===== config.mk =====
export PLATFORM = sky130hd
export DESIGN_NAME = div_iter
export DESIGN_NICKNAME = d
export VERILOG_FILES = /design/src/rtl/div_iter.sv
export SDC_FILE = /design/constraint.sdc
export NUM_CORES = 1
export LEC_CHECK = 0
export ABC_CLOCK_PERIOD_IN_PS = 9000
export CAP_MARGIN = 40
export CORE_ASPECT_RATIO = 0.7
export CORE_MARGIN = 2
export CORE_UTILIZATION = 60
export CTS_CLUSTER_DIAMETER = 100
export DETAILED_ROUTE_END_ITERATION = 7
export GPL_TIMING_DRIVEN = 0
export PLACE_DENSITY = 0.85
export RECOVER_POWER = 50
export SYNTH_ARGS = -nofsm -noshare
export SYNTH_HDL_FRONTEND = slang
export SYNTH_SLANG_ARGS = --single-unit

===== constraint.sdc =====
create_clock -name clk -period 9 [get_ports clk]
set_clock_uncertainty 0.15 [all_clocks]
set_input_delay 1.8 -clock clk [delete_from_list [all_inputs] [get_ports clk]]
set_output_delay 1.8 -clock clk [all_outputs]
set_load 0.02 [all_outputs]

===== src/rtl/div_iter.sv =====
// Iterative radix-2 restoring divider for DIV/DIVU in EX: one quotient bit per cycle,
// holds EX via div_stallE while running and keeps {remainder, quotient} stable in DONE.
module div_iter #(
    parameter int WIDTH = 32
) (
    input  logic               clk,
    input  logic               rst,
    input  logic               div_validE,
    input  logic               div_signE,
    input  logic [WIDTH-1:0]   src_aE,
    input  logic [WIDTH-1:0]   src_bE,
    input  logic               pipe_stall,
    input  logic               flush,
    output logic               div_stallE,
    output logic [2*WIDTH-1:0] div_result,
    output logic               div_ready,
    output logic [1:0]         dbgState
);

    localparam int CW = $clog2(WIDTH) + 1;
    localparam logic [CW-1:0] LAST_STEP = CW'(WIDTH - 1);

    localparam logic [1:0] IDLE = 2'd0;
    localparam logic [1:0] BUSY = 2'd1;
    localparam logic [1:0] DONE = 2'd2;

    logic [1:0]         state;
    logic [CW-1:0]      counter;
    logic [WIDTH-1:0]   dividendReg;
    logic [WIDTH-1:0]   divisorReg;
    logic [WIDTH-1:0]   remReg;
    logic               signQ;
    logic               signR;
    logic [2*WIDTH-1:0] resultReg;

    logic               aNeg;
    logic               bNeg;
    logic [WIDTH-1:0]   aMag;
    logic [WIDTH-1:0]   bMag;
    logic [WIDTH:0]     remShift;
    logic               fits;
    logic [WIDTH-1:0]   remNext;
    logic [WIDTH-1:0]   quotNext;
    logic [WIDTH-1:0]   quotFixed;
    logic [WIDTH-1:0]   remFixed;

    // Magnitudes are modulo 2^WIDTH, so the most negative value maps onto itself as an unsigned 2^(WIDTH-1).
    always_comb begin
        aNeg = div_signE & src_aE[WIDTH-1];
        bNeg = div_signE & src_bE[WIDTH-1];
        aMag = aNeg ? -src_aE : src_aE;
        bMag = bNeg ? -src_bE : src_bE;
    end

    // The dividend register shifts left each step; freed LSBs collect the quotient bits.
    always_comb begin
        remShift  = {remReg, dividendReg[WIDTH-1]};
        fits      = (remShift >= {1'b0, divisorReg});
        remNext   = fits ? WIDTH'(remShift - {1'b0, divisorReg}) : remShift[WIDTH-1:0];
        quotNext  = {dividendReg[WIDTH-2:0], fits};
        quotFixed = signQ ? -quotNext : quotNext;
        remFixed  = signR ? -remNext : remNext;
    end

    always_ff @(posedge clk or posedge rst) begin
        if (rst) begin
            state       <= IDLE;
            counter     <= '0;
            dividendReg <= '0;
            divisorReg  <= '0;
            remReg      <= '0;
            signQ       <= 1'b0;
            signR       <= 1'b0;
            resultReg   <= '0;
        end else begin
            case (state)
                IDLE: begin
                    if (div_validE && !flush) begin
                        dividendReg <= aMag;
                        divisorReg  <= bMag;
                        signQ       <= aNeg ^ bNeg;
                        signR       <= aNeg;
                        remReg      <= '0;
                        counter     <= '0;
                        state       <= BUSY;
                    end
                end
                BUSY: begin
                    if (flush || !div_validE) begin
                        state <= IDLE;
                    end else begin
                        remReg      <= remNext;
                        dividendReg <= quotNext;
                        counter     <= counter + CW'(1);
                        if (counter == LAST_STEP) begin
                            resultReg <= {remFixed, quotFixed};
                            state     <= DONE;
                        end
                    end
                end
                DONE: begin
                    if (flush || !pipe_stall) begin
                        state <= IDLE;
                    end
                end
                default: state <= IDLE;
            endcase
        end
    end

    assign div_stallE = div_validE & (state != DONE) & ~flush;
    assign div_ready  = (state == DONE);
    assign div_result = resultReg;
    assign dbgState   = state;

endmodule

==> impl_metrics.tcl <==
set metrics [dict create \
    clockBufferDepth 2 \
    setup_slack_ps 2230 \
    grt_max_degree 126 \
    synth_compound_area_share_pct 22.7 \
    syn_area_sq_mm 0.0117 \
    final_common_cell "nand2_1" \
    yosysWarnings 0 \
    syn2layout_area_growth_pct 19.7 \
    diodes 0 \
    synth_simple_gate_area_share_pct 19.7 \
    fin_area_sq_mm 0.0140 \
    rsz0062_at_grt "no" \
    p_leak_nw 5.94 \
    antenna_found_initial 0 \
    critical_path_peak_fanout 10 \
    htreeDepth 4 \
    core_area_sq_mm 0.0190 \
    drtAntennaViolNets 0 \
    grt_pass1_wl_mm 59.0 \
    insertion_delay_ps 440 \
    overflow 0 \
    finalSetupViolations 0 \
    tightestPinTransition_ps 3130 \
    clock.fmax_mhz 148 \
    numCtsBuffers 17 \
    p_sw_mw 1.07 \
    max-slew-margin-rel_pct -109 \
    synth_edf_count 0 \
    layout.nets 1709 \
    die_w_microns 171 \
    drive_gt1_share_pct 4.77 \
    io_buffers 137 \
    finalHoldViolCount 0 \
    gp_congestion 1.04 \
    drtPass1Iterations 6 \
    synth_fa_ha_area_share_pct 4.12 \
    fill_cells 1499 \
    postRouteWirelength_mm 37.0 \
    synth_area_per_cell_sq_um 8.14 \
    rows 42 \
    detail_route.iter0.violations 1531 \
    fin_crit_sh_pct 75.2 \
    post_cts_buffers 0 \
    drc_errors 0 \
    cts_tree "done" \
    gr-usage-all-layers_pct 36.9 \
    cp-start-kind "flop" \
    cts_root_buf "clkbuf_16" \
    pre_cts_ws_ps 2510 \
    ys_seq_elements 170 \
    fin_util_pct 73.7 \
    holdCritPathClass "flop to flop" \
    reg2regPathDepth 23 \
    status "finished, violations left" \
    synthArstFlopShare_pct 100 \
    power.internal_mw 1.59 \
    io_pins 138 \
    violations "max-capacitance violations, max-slew violations" \
    pwr-share-comb_pct 38.9 \
    ys_seq_area_share_pct 36.3 \
    vias 11700 \
    fin_crit_ps 6770 \
    cts_hold_buf 0 \
    hold_path_depth 2 \
    die-area_sq_mm 0.0207 \
    initial_core_util_pct 61.6 \
    cp.arrival_ps 6910 \
    die_height_microns 121 \
    placed_cell_area_sq_mm 0.0135 \
    slew_viol_final 173 \
    synth_xor_area_share_pct 10.4 \
    vias_per_cell 6.26 \
    path_class "flop to flop" \
    syn_inst 1440 \
    power_switching_share_pct 40.4 \
    clk_pin_slew_ps 70 \
    synth-main-ff-cell "dfrtp_1" \
    total_power_mw 2.66 \
    powerDensity_mw_per_mm2 190 \
    dp_hpwl_mm 29.0 \
    ys_types 85 \
    pwr-share-clk_pct 27.4 \
    seqPwrFrac_pct 33.7 \
    required_ps 9140 \
    post_layout_nonfiller_instances 1878 \
    cap_violations 2 \
    cp-end-kind "flop" \
    cts-resized-gates 0 \
    fin_setup_tns_ps 0 \
    clock_sinks 170 \
    wl_per_cell_microns 19.7 \
    final_cell_mix "251 x nand2_1, 202 x o21ai_0, 170 x dfrtp_1, 104 x clkdlybuf4s50_1, 74 x nor2_1" \
    synth_top_family_by_area "compound AO/OA/AOI/OAI gates" \
    hold-worst-slack_ps 320 \
    grt_pass1_vias 10800 \
    syn_nets 1548 \
    dpl.cell_count 1845 \
    vdd_drop_max_mv 0.129 \
    synthMuxAreaShare_pct 2.32 \
]
-- layout make-up --
| type | instances | area [sq um] | share of cell area [%] |
|---|---|---|---|
| plain buffers | 79 | 323 | 2.30 |
| clock buffers | 18 | 429 | 3.06 |
| clock inverters | 14 | 148 | 1.05 |
| inverters | 55 | 208 | 1.48 |
| multi-input cells | 1136 | 6940 | 49.4 |
| flip-flops and latches | 170 | 4250 | 30.3 |
| well taps | 264 | 330 | 2.35 |
| repair buffers | 142 | 1400 | 9.98 |
-- power by group through the flow --
stage | clock network [mW] | registers, mW | logic (mW)
floorplan | 0 | 0.882 | 0.740
global placement | 0 | 0.903 | 0.982
detailed placement | 0 | 0.906 | 1.00
CTS | 0.731 | 0.892 | 1.01
global route | 0.766 | 0.902 | 1.13
finish | 0.729 | 0.896 | 1.04
-- cell usage after synthesis (all sizes together) (19+ instances only) --
master	instances	share of area [%]
nor2	76	2.5
a21oi	70	3.0
mux2i	26	2.2
xor2	69	5.2
nor3	23	0.98
nand2	252	8.1
dfrtp	170	36
o21ai	232	9.9
nor4	19	1.1
ha	37	4.0
inv	54	1.7
nand3	20	0.85
clkbuf	60	1.9
buf	19	0.83
xnor2	70	5.2
o22ai	31	1.7
-- critical path, stage by stage, from the launching register on --
cell,delay (ps)
dfrtp_1,440
ha_1,300
clkbuf_1,430
nand4_1,150
nor4_1,640
nand3b_1,270
o211a_1,280
nand2_2,260
buf_2,350
buf_2,360
buf_2,370
nand2_1,90
o21ai_0,170
ha_1,390
nand2b_1,90
nor4_1,270
nand2_1,170
or4_4,480
nor2_4,140
o21a_4,170
nand3b_4,110
o31ai_4,290
xnor2_1,160
o21ai_1,80
-- per-layer routing --
| layer | GRT usage [%] | up-vias | share of wire (%) |
|---|---|---|---|
| li1 | - | 5439 | - |
| met1 | 57.3 | 5632 | 46 |
| met2 | 50.6 | 607 | 41 |
| met3 | 9.03 | 71 | 11 |
| met4 | 10.3 | 0 | 2.2 |
| met5 | 0 | - | 0 |
-- kinds of logic after synthesis --
logic type,count (synthesis)
AOI/OAI and AO/OA,441
xor gates and xnor gates,139
adders and majority gates,38
buffers and inverters,134
DFF,170
muxes,27
and+or+nand+nor,491
-- registers in the layout, summed over array words and instances (netlist names) --
signal	cells
signQ	1
remReg	32
div_result	64
counter	6
dividendReg	32
divisorReg	32
dbgState	2
signR	1
-- final timing paths --
kind | startpoint | endpoint | slack [ps]
max | remReg[20]$_DFFE_PP0P_ | div_result[60]$_DFFE_PP0P_ | 2230
min in group asynchronous | rst | div_result[23]$_DFFE_PP0P_ | 2210
max reg2reg | remReg[20]$_DFFE_PP0P_ | div_result[60]$_DFFE_PP0P_ | 2230
max in group asynchronous | rst | divisorReg[18]$_DFFE_PP0P_ | 2670
min reg2reg | div_result[44]$_DFFE_PP0P_ | div_result[44]$_DFFE_PP0P_ | 320
min | div_result[44]$_DFFE_PP0P_ | div_result[44]$_DFFE_PP0P_ | 320
Note: power is estimated with default switching activity, not from simulation.
